--- config.mk ---
export PLATFORM = sky130hd
export DESIGN_NAME = rr_mux_arbiter
export DESIGN_NICKNAME = d
export VERILOG_FILES = /design/src/rtl/rr_mux_pkg.sv /design/src/rtl/rr_mux_arbiter_arb.sv /design/src/rtl/rr_mux_arbiter.sv
export SDC_FILE = /design/constraint.sdc
export NUM_CORES = 1
export LEC_CHECK = 0
export CAP_MARGIN = 25
export CORE_AREA = 2 2 88 82
export CTS_CLUSTER_DIAMETER = 40
export DETAILED_ROUTE_END_ITERATION = 7
export DIE_AREA = 0 0 90 84
export PLACE_DENSITY = 0.85
export SKIP_CTS_REPAIR_TIMING = 1
export SYNTH_ARGS = -nofsm -noshare
export SYNTH_HDL_FRONTEND = slang
export SYNTH_HIERARCHICAL = 1
export SYNTH_SLANG_ARGS = --single-unit
--- constraint.sdc ---
create_clock -name clk -period 6.69 [get_ports clk]
set_input_delay 1.338 -clock clk [delete_from_list [all_inputs] [get_ports clk]]
set_output_delay 1.338 -clock clk [all_outputs]
set_load 0.005 [all_outputs]
--- src/rtl/rr_mux_pkg.sv ---
// rr_mux_pkg: shared arbitration modes, output-register states and index-width helper
package rr_mux_pkg;
    localparam int MODE_FIXED = 0;
    localparam int MODE_RR = 1;
    typedef enum logic {EMPTY, FULL} out_state_e;
    function automatic int sel_w(input int n);
        for (int w = 1; w < 32; w++)
            if ((1 << w) >= n) return w;
        return 32;
    endfunction
endpackage

--- src/rtl/rr_mux_arbiter_arb.sv ---
// rr_arbiter: one-hot grant over req, fixed priority or round-robin from a rotating pointer
module rr_arbiter
    import rr_mux_pkg::*;
#(
    parameter int N = 4,
    parameter int MODE = MODE_RR,
    localparam int SELW = sel_w(N)
) (
    input  logic            clk,
    input  logic            reset,
    input  logic [N-1:0]    req,
    input  logic            advance,
    output logic [N-1:0]    grant,
    output logic [SELW-1:0] grant_idx
);
    logic [SELW-1:0] ptr_q, ptr_d, j;
    int k;
    always_comb begin
        grant = '0;
        grant_idx = '0;
        k = 0;
        j = '0;
        // scan from lowest to highest priority so the winner is the last one written
        for (int i = N - 1; i >= 0; i--) begin
            k = (MODE == MODE_RR) ? int'(ptr_q) + i : i;
            j = SELW'((k >= N) ? k - N : k);
            if (req[j]) begin
                grant = '0;
                grant[j] = 1'b1;
                grant_idx = j;
            end
        end
        ptr_d = (MODE == MODE_RR && advance) ? ((grant_idx == SELW'(N - 1)) ? '0 : grant_idx + SELW'(1)) : ptr_q;
    end
    always_ff @(posedge clk) begin
        if (reset) ptr_q <= '0;
        else ptr_q <= ptr_d;
    end
endmodule

--- src/rtl/rr_mux_arbiter.sv ---
// rr_mux_arbiter: N-channel registered mux with valid/ready handshakes and built-in arbiter
module rr_mux_arbiter
    import rr_mux_pkg::*;
#(
    parameter int WIDTH = 32,
    parameter int N = 4,
    parameter int MODE = MODE_RR,
    localparam int SELW = sel_w(N)
) (
    input  logic               clk,
    input  logic               reset,
    input  logic [N*WIDTH-1:0] in_data,
    input  logic [N-1:0]       in_valid,
    output logic [N-1:0]       in_ready,
    output logic [WIDTH-1:0]   out_data,
    output logic               out_valid,
    output logic [SELW-1:0]    out_sel,
    input  logic               out_ready
);
    out_state_e state_q, state_d;
    logic [WIDTH-1:0] data_q, data_d, mux;
    logic [SELW-1:0] sel_q, sel_d, grant_idx;
    logic [N-1:0] grant;
    logic load;
    rr_arbiter #(.N(N), .MODE(MODE)) u_arb (
        .clk(clk),
        .reset(reset),
        .req(in_valid),
        .advance(load),
        .grant(grant),
        .grant_idx(grant_idx)
    );
    always_comb begin
        mux = '0;
        for (int i = 0; i < N; i++) mux = mux | (in_data[i*WIDTH +: WIDTH] & {WIDTH{grant[i]}});
        // drain and refill on the same edge keeps throughput at one word per cycle
        load = !reset && (state_q == EMPTY || out_ready) && |in_valid;
        in_ready = load ? grant : '0;
        state_d = load ? FULL : (out_ready ? EMPTY : state_q);
        data_d = load ? mux : data_q;
        sel_d = load ? grant_idx : sel_q;
    end
    always_ff @(posedge clk) begin
        if (reset) begin
            state_q <= EMPTY;
            data_q <= '0;
            sel_q <= '0;
        end else begin
            state_q <= state_d;
            data_q <= data_d;
            sel_q <= sel_d;
        end
    end
    assign out_valid = (state_q == FULL);
    assign out_data = data_q;
    assign out_sel = sel_q;
endmodule

Word level (Yosys, flattened, before mapping):

Cells that the tools add are included.

* output and inout bits: 39
* logic and storage cells: 75
* bits of input ports: 135
* register bits: 37

* multiplexer cells: 32
* reductions and logical operators: 10
* add/sub/neg operators: 8
* bitwise gates (word level): 8
* $lt $le $gt $ge: 12
* equal/unequal tests: 1

Operators by type and width (count)
* bitwise AND 32 bit: 4
* OR 32 bit: 3
* 2-to-1 mux 4 bit: 5
* 2-to-1 mux 2 bit: 9
* less-than comparator 2 x 3 -> 1 bit, second input constant: 4
* 2-to-1 mux 1 bit: 10
* >= comparator 3 bit, second input constant: 3
* binary-select mux 1 bit (select 2 bit): 4
* demux 1 bit (select 2 bit): 4
* >= comparator 2 x 1 -> 1 bit, second input constant: 4
* subtractor 2 x 1 -> 2 bit, second input constant: 4
* adder 2 x 2 -> 3 bit, second input constant: 2
* logical AND 1 bit: 6
* OR reduction 4 bit: 1
* adder 2 x 1 -> 3 bit, second input constant: 1
* >= comparator 2 x 3 -> 1 bit, second input constant: 1
* adder 2 x 1 -> 2 bit, second input constant: 1
* equality test 2 bit, second input constant: 1
* nonzero test 2 bit: 1
* logical NOT 1 bit: 1
* logical OR 1 bit: 1
* NOT 1 bit: 1

Longest topological paths before layout:

Gate-level depths: netlist of run 1.

* depth after elaboration: 15
* gate-level depth with buffers: 13

Hierarchy:

Netlist of run 1, hierarchy kept.

By module, submodules not included
* rr_mux_arbiter: instances 1, seq. area each 700.7 µm², cells each 211, area each 1940.6 µm²
* rr_arbiter: instances 1, seq. area each 40.0 µm², cells each 52, area each 515.5 µm²

Worst setup path after synthesis of run 1:

No wires, ideal clock.

* path kind: in2out
* from: in in_valid[1]
* to: out in_ready[3]
* arrival time: 3.018 ns
* stages on the path: 8
* setup slack: 2.334 ns
* required time: 5.352 ns
* path buffers: 2
* cell sequence: mux4_2 > nor2b_4 > and2b_4 > a222oi_1 > a21oi_1 > clkbuf_1 > clkbuf_1 > and2_1

* longest elaborated chain between the ends: 7

Ends and longest elaborated chain
* from (decl): RTL line rr_mux_arbiter.sv:13 `input logic [N-1:0] in_valid,`
* binary-select mux 1 bit (select 2 bit): RTL line rr_mux_arbiter_arb.sv:27 `if (req[j]) begin`
* 2-to-1 mux 1 bit (implied by the code): RTL line rr_mux_arbiter_arb.sv:27
* 2-to-1 mux 4 bit (3 in series): RTL line rr_mux_arbiter_arb.sv:27
* 2-to-1 mux 4 bit *: RTL line rr_mux_arbiter_arb.sv:27
* named net grant[3]: RTL line rr_mux_arbiter.sv:23 `logic [N-1:0] grant;`
* 2-to-1 mux 4 bit *: RTL line rr_mux_arbiter.sv:38 `in_ready = load ? grant : '0;`
* to (decl): RTL line rr_mux_arbiter.sv:14 `output logic [N-1:0] in_ready,`

The timed path passes the listed nets; every way through them passes the cells marked *. The select of a mux whose other input is x is not followed.

Worst setup path after layout of run 1:

Same ends and word-level chain as after synthesis.

==> results by group, run 1 <==
Die
  – Die Y: 84 um
  – Num ports: 174
  – Initial Util: 36.39%
  – Rows: 29
  – Total die area: 7560 sq um
  – Core area: 6749 sq um
  – Die width: 90 um

Place
  – DP Area: 4224 sq um
  – Dpl hpwl: 6751 um
  – IO Port Bufs: 173
  – Gpl congestion: 0.8009
  – Placed insts: 503

GRT
  – Global route overflow: 0
  – All-Layer GR Usage: 22.16%
  – Largest net degree at the start of global routing: 40
  – First-pass GRT wire length: 13,570 um
  – Vias in the first global route: 2,804
  – Antenna violations before repair: 0

Setup path
  – CP cell instances: clkdlybuf4s50_1 -> mux4_2 -> nor2b_4 -> and2b_4 -> a222oi_1 -> a21oi_4 -> and2_1 -> clkdlybuf4s50_1
  – FF-to-FF Start: u_arb/ptr_q[0]
  – Worst Setup EP: in_ready[3]
  – Worst path required time: 5.35 ns
  – R2R Setup Slk: 3.01 ns
  – CP dominant cell by count: clkdlybuf4s50_1
  – CP max stage cell: a21oi_4
  – Critical Path Fanout Max: 33
  – Crit path from: in_valid[1]
  – Crit start category: primary input
  – Reg2Reg Depth: 9
  – Kind of critical path: in2out
  – Critical path endpoint category: output pin
  – Crit-path max cell delay: 0.73 ns
  – Reg2Reg Capture Point: out_data[9]
  – CP arrival: 4.47 ns

Drt
  – Vias: 2,877
  – Vias per Instance: 5.641
  – DRC Markers: 0
  – Drt first pass iters: 5
  – Antenna-violating nets left: 0
  – Wire length per cell: 17.50 um
  – Detailed Route WL: 8923 um
  – Iter 0 DRT Violations: 158

Status
  – Status: finished clean

Logic synthesis
  – Sequential share of the synthesized area: 30.16%
  – Gate count of the mapped netlist: 263
  – Area fraction of the dominant cell type after synthesis: 30.16%
  – Mean Syn Cell Area: 9.339 sq um
  – Syn_nets: 406
  – Leading area contributor after synthesis: dfxtp_1
  – Synth top area cells: dfxtp_1 (30%), a221oi_1 (11%), a22o_1 (11%)
  – Seq cells post-synth: 37
  – Mapped Area: 2456 sq um
  – Number of synthesis warnings: 6
  – Netlist cell types: 39

Clocking
  – Max Buffers Root-to-Sink: 2
  – H-tree levels: 2
  – TritonCTS buffer count: 5
  – CTS Sinks: 37
  – Root Buffer: clkbuf_8
  – Clock latency at the later pin of the worst-skew pair: 0.27 ns
  – TritonCTS clock tree: yes
  – Clock-pin slew on the worst setup and hold paths: 0.07 ns

Timing
  – Final Cycle Share: 86.82%
  – Fin Clk Skew: 0.005539 ns
  – RSZ-0062 raised after global routing: no
  – Final setup violation count: 0
  – Slew HR: 39.06%
  – Max Fclk: 172.2 MHz
  – Pins Over Slew Limit: 0
  – Final min period: 5.808 ns
  – Worst-Margin Slew: 0.9120 ns
  – Fin. Hold Viols: 0
  – Worst hold slack: 0.4940 ns
  – Setup TNS Final: 0 ns

Power and ir drop
  – Peak VDD IR: 0.09338 mV
  – Leakage: 1.550 nW
  – Net Sw Frac: 34.27%
  – Reg power frac: 30.2%
  – Int Pwr: 0.0006229 W
  – Comb power frac: 53.7%
  – Sw Pwr: 0.0003247 W
  – Clock share of power: 16.1%
  – Pwr dens: 219.9 nW/um^2

Cells and area
  – Area of the multi-input gates: 1579 sq um
  – Nets: 560
  – ANT cells: 0
  – # fillers: 558
  – Register area: 740.7 sq um
  – Fin cells: 510
  – Share of cells above drive strength 1: 8.633%
  – Area grow syn2layout: 75.50%
  – Final instance area: 4310 sq um

Min path
  – Hold Crit Class: reg2reg

Job
  – Max_cap viols: 0
registers in the layout, indices dropped and copies added, names as in the netlist:
signal,flops
u_arb/ptr_q,2
out_sel,2
out_data,32
out_valid,1
cell usage after synthesis, drive strengths merged:
master / instances
mux2: 2
mux2i: 1
a221oi: 33
nor3: 2
o22ai: 1
dfxtp: 37
and2: 5
o21a: 1
a21o: 1
a222oi: 4
nand2: 1
o21ai: 2
nand3: 3
or2: 1
o211ai: 1
ha: 8
or4: 1
buf: 13
a311o: 1
nor2b: 2
nor2: 6
and2b: 2
nand2b: 4
a211oi: 32
mux4: 3
a21oi: 40
inv: 3
nor4: 1
and3b: 1
a22o: 32
clkbuf: 19
area by class of cell:
class                           count  area share (%)
Inverter                            3          0.2612
Multi-Input combinational cell    191           36.63
Tap cell                           93           2.700
Clock buffer                        7           2.003
Timing Repair Buffer              179           41.22
Sequential cell                    37           17.18
worst max-delay path: cells and delay by family:
family | cells | cell delay [ns]
compound gates | 2 | 0.84
buf+inv | 2 | 1.06
mux | 1 | 0.61
simple gates | 3 | 0.58
power by group through the flow:
stage	sequential, W	combinational, W	clock [W]
finish	0.000286	0.000509	0.000153
floorplan	0.000291	0.000274	0
global route	0.000291	0.000549	0.000163
global placement	0.000289	0.000496	0
CTS	0.000286	0.000509	0.000156
detailed placement	0.000291	0.000508	0
layer usage:
metal  vias up  GRT usage, %  share of wire [%]
met3        12         4.426                6.3
met1      1354         26.00                 40
met5         -             0                  0
met2       125         40.46                 52
met4         0         6.993                1.7
li1       1386             -                  -
through the flow:
step | utilization, % | setup slack (ns) | total power, W
5_1_grt | 63.87 | 0.7460 | 0.001003
3_5_place_dp | 62.59 | 0.8726 | 0.0007991
6_report | 63.87 | 0.8818 | 0.0009477
2_1_floorplan | - | 2.334 | 0.0005653
4_1_cts | 63.87 | 0.8667 | 0.0009517
3_3_place_gp | 62.59 | 1.013 | 0.0007853
how the worst min path moves through the flow:
| stage | start | endpoint | slack (ns) | cells past startpoint |
|---|---|---|---|---|
| 2_1_floorplan | out_sel[1] | out_sel[1] | 0.47 | 2 |
| 3_3_place_gp | out_sel[1] | out_sel[1] | 0.47 | 2 |
| 3_5_place_dp | out_sel[0] | out_sel[0] | 0.49 | 2 |
| 4_1_cts | out_sel[0] | out_sel[0] | 0.50 | 2 |
| 5_1_grt | out_data[7] | out_data[7] | 0.53 | 2 |
| 6_report | out_sel[0] | out_sel[0] | 0.49 | 2 |
logic make-up (layout without fill, tap and decap cells):
logic type               after synthesis  count (layout)  synth area share (%)
AO/OA/AOI/OAI                        148             148                 46.10
flip-flops                            37              37                 30.16
AND/OR/NAND/NOR                       29              29                 8.049
multiplexers                           6               6                 4.738
adder cells (fa/ha/maj)                8               8                 4.076
buffers and inverters                 35             189                 6.877
cells in the final DEF (no fill, tap or decap), types with 5 or more instances in the layout:
cell,n
clkbuf_8,6
a21oi_2,8
dfxtp_1,37
and2_1,5
a211oi_1,32
nor2_1,5
ha_1,8
buf_4,6
a21oi_1,30
a22o_1,32
a221oi_1,32
clkdlybuf4s50_1,173
(Power assumes the default switching activity.)
==> run 2, diff against run 1 <==
- GPL_TIMING_DRIVEN: default -> 0
==> results by group, run 2 (synthesis results as in run 1) <==
Status
  – Status: finished clean

Clocking
  – Root Buffer: clkbuf_8
  – CTS Sinks: 37
  – Clock latency at the later pin of the worst-skew pair: 0.30 ns
  – TritonCTS buffer count: 5
  – Clock-pin slew on the worst setup and hold paths: 0.07 ns
  – TritonCTS clock tree: yes
  – H-tree levels: 2
  – Max Buffers Root-to-Sink: 2

Drt
  – Detailed Route WL: 9147 um
  – Drt first pass iters: 4
  – Vias: 2,963
  – Wire length per cell: 17.03 um
  – DRC Markers: 0
  – Antenna-violating nets left: 0
  – Iter 0 DRT Violations: 145
  – Vias per Instance: 5.518

GRT
  – Antenna violations before repair: 0
  – All-Layer GR Usage: 23.43%
  – Largest net degree at the start of global routing: 13
  – GRT busiest layer: met2
  – Met1 usage: 26.78%
  – M3 GR Usage: 4.517%
  – First-pass GRT wire length: 14,500 um
  – Vias in the first global route: 3,014
  – M2 GR Usage: 44.29%
  – Global route overflow: 0

Cells and area
  – ANT cells: 0
  – Share of cells above drive strength 1: 8.108%
  – Nets: 586
  – Area grow syn2layout: 79.78%
  – Most common cell after layout, fill and taps aside: clkdlybuf4s50_1
  – # fillers: 569
  – Most frequent cells in the layout: clkdlybuf4s50_1 (173), dfxtp_1 (37), a21oi_1 (34)
  – Max reg flops: 32

Setup path
  – Worst path required time: 5.35 ns
  – CP arrival: 4.46 ns
  – Critical Path Fanout Max: 10
  – Kind of critical path: in2out
  – Critical path endpoint category: output pin
  – Crit start category: primary input

Min path
  – Hold Crit Class: reg2reg

Timing
  – Setup TNS Final: 0 ns
  – Final min period: 5.800 ns
  – Final setup violation count: 0
  – Pins Over Slew Limit: 0
  – Fin Clk Skew: 0.004936 ns
  – Worst-Margin Slew: 0.8090 ns
  – Fin. Hold Viols: 0
  – Max Fclk: 172.4 MHz
  – Slew HR: 45.65%
  – Final Cycle Share: 86.69%
  – RSZ-0062 raised after global routing: no

Die
  – Initial Util: 36.39%
  – Rows: 29
  – Die Y: 84 um
  – Num ports: 174
  – Die width: 90 um
  – Core area: 6749 sq um
  – Total die area: 7560 sq um

Place
  – Gpl congestion: 0.7984
  – Dpl hpwl: 7373 um
  – IO Port Bufs: 173

Power and ir drop
  – Pwr Total: 0.0009977 W
  – Pwr dens: 226.0 nW/um^2
  – Sw Pwr: 0.0003395 W
  – Reg power frac: 28.7%
  – Peak VDD IR: 0.1214 mV
  – Comb power frac: 51.7%
  – Clock share of power: 19.6%
  – Int Pwr: 0.0006582 W
  – Net Sw Frac: 34.03%
  – Leakage: 1.597 nW

Job
  – Max_cap viols: 0
[run 2: layer usage]
metal  up-vias  wire length (um)
met5         -                 0
met4         0               135
met3        13               487
met2       115              4776
met1      1391              3748
li1       1444                 -
[run 2: stage by stage]
| step | std cells | area [sq um] | hold slack (ns) | util (%) | setup slack (ns) |
|---|---|---|---|---|---|
| 2_1_floorplan | 263 | 2456 | 0.4701 | - | 2.334 |
| 3_3_place_gp | 529 | 4304 | 0.4701 | 63.77 | 0.9986 |
| 3_5_place_dp | 529 | 4304 | 0.4853 | 63.77 | 0.9132 |
| 4_1_cts | 537 | 4415 | 0.4960 | 65.42 | 0.9126 |
| 5_1_grt | 537 | 4415 | 0.5128 | 65.42 | 0.7592 |
| 6_report | 537 | 4415 | 0.4953 | 65.42 | 0.8903 |
[run 2: final timing paths]
path	start	end	slack, ns	cells after the start
setup / recovery	in_valid[1]	in_ready[1]	0.89	10
hold / removal	out_sel[1]	out_sel[1]	0.50	2
setup reg to reg	u_arb/ptr_q[1]	out_data[24]	2.92	11
hold reg to reg	out_sel[1]	out_sel[1]	0.50	2
[run 2: cell type report]
| cell class | count | area [sq um] | share of cell area, % |
|---|---|---|---|
| clock buffers | 6 | 72.57 | 1.644 |
| flip-flops and latches | 37 | 740.7 | 16.78 |
| inverters | 3 | 11.26 | 0.2550 |
| repair buffers | 173 | 1732 | 39.22 |
| clock inverters | 2 | 38.79 | 0.8784 |
| plain buffers | 32 | 157.7 | 3.570 |
| multi-input cells | 191 | 1546 | 35.02 |
| well taps | 93 | 116.4 | 2.635 |
[run 2: worst max-delay path: stages]
cell and delay, ns:
clkdlybuf4s50_1 0.55, mux4_2 0.61, nor2b_4 0.15, and2b_4 0.18, a222oi_1 0.07, a21oi_1 0.15, buf_1 0.31, clkbuf_1 0.41
and2_1 0.20, clkdlybuf4s50_1 0.51
[run 2: power groups by stage]
stage	Clock [W]	Combinational (W)	Sequential [W]
after floorplan	0	0.000274	0.000291
after global placement	0	0.000503	0.000289
after detailed placement	0	0.000514	0.000291
after CTS	0.000198	0.000515	0.000286
after global routing	0.000208	0.000555	0.000291
final	0.000196	0.000516	0.000286
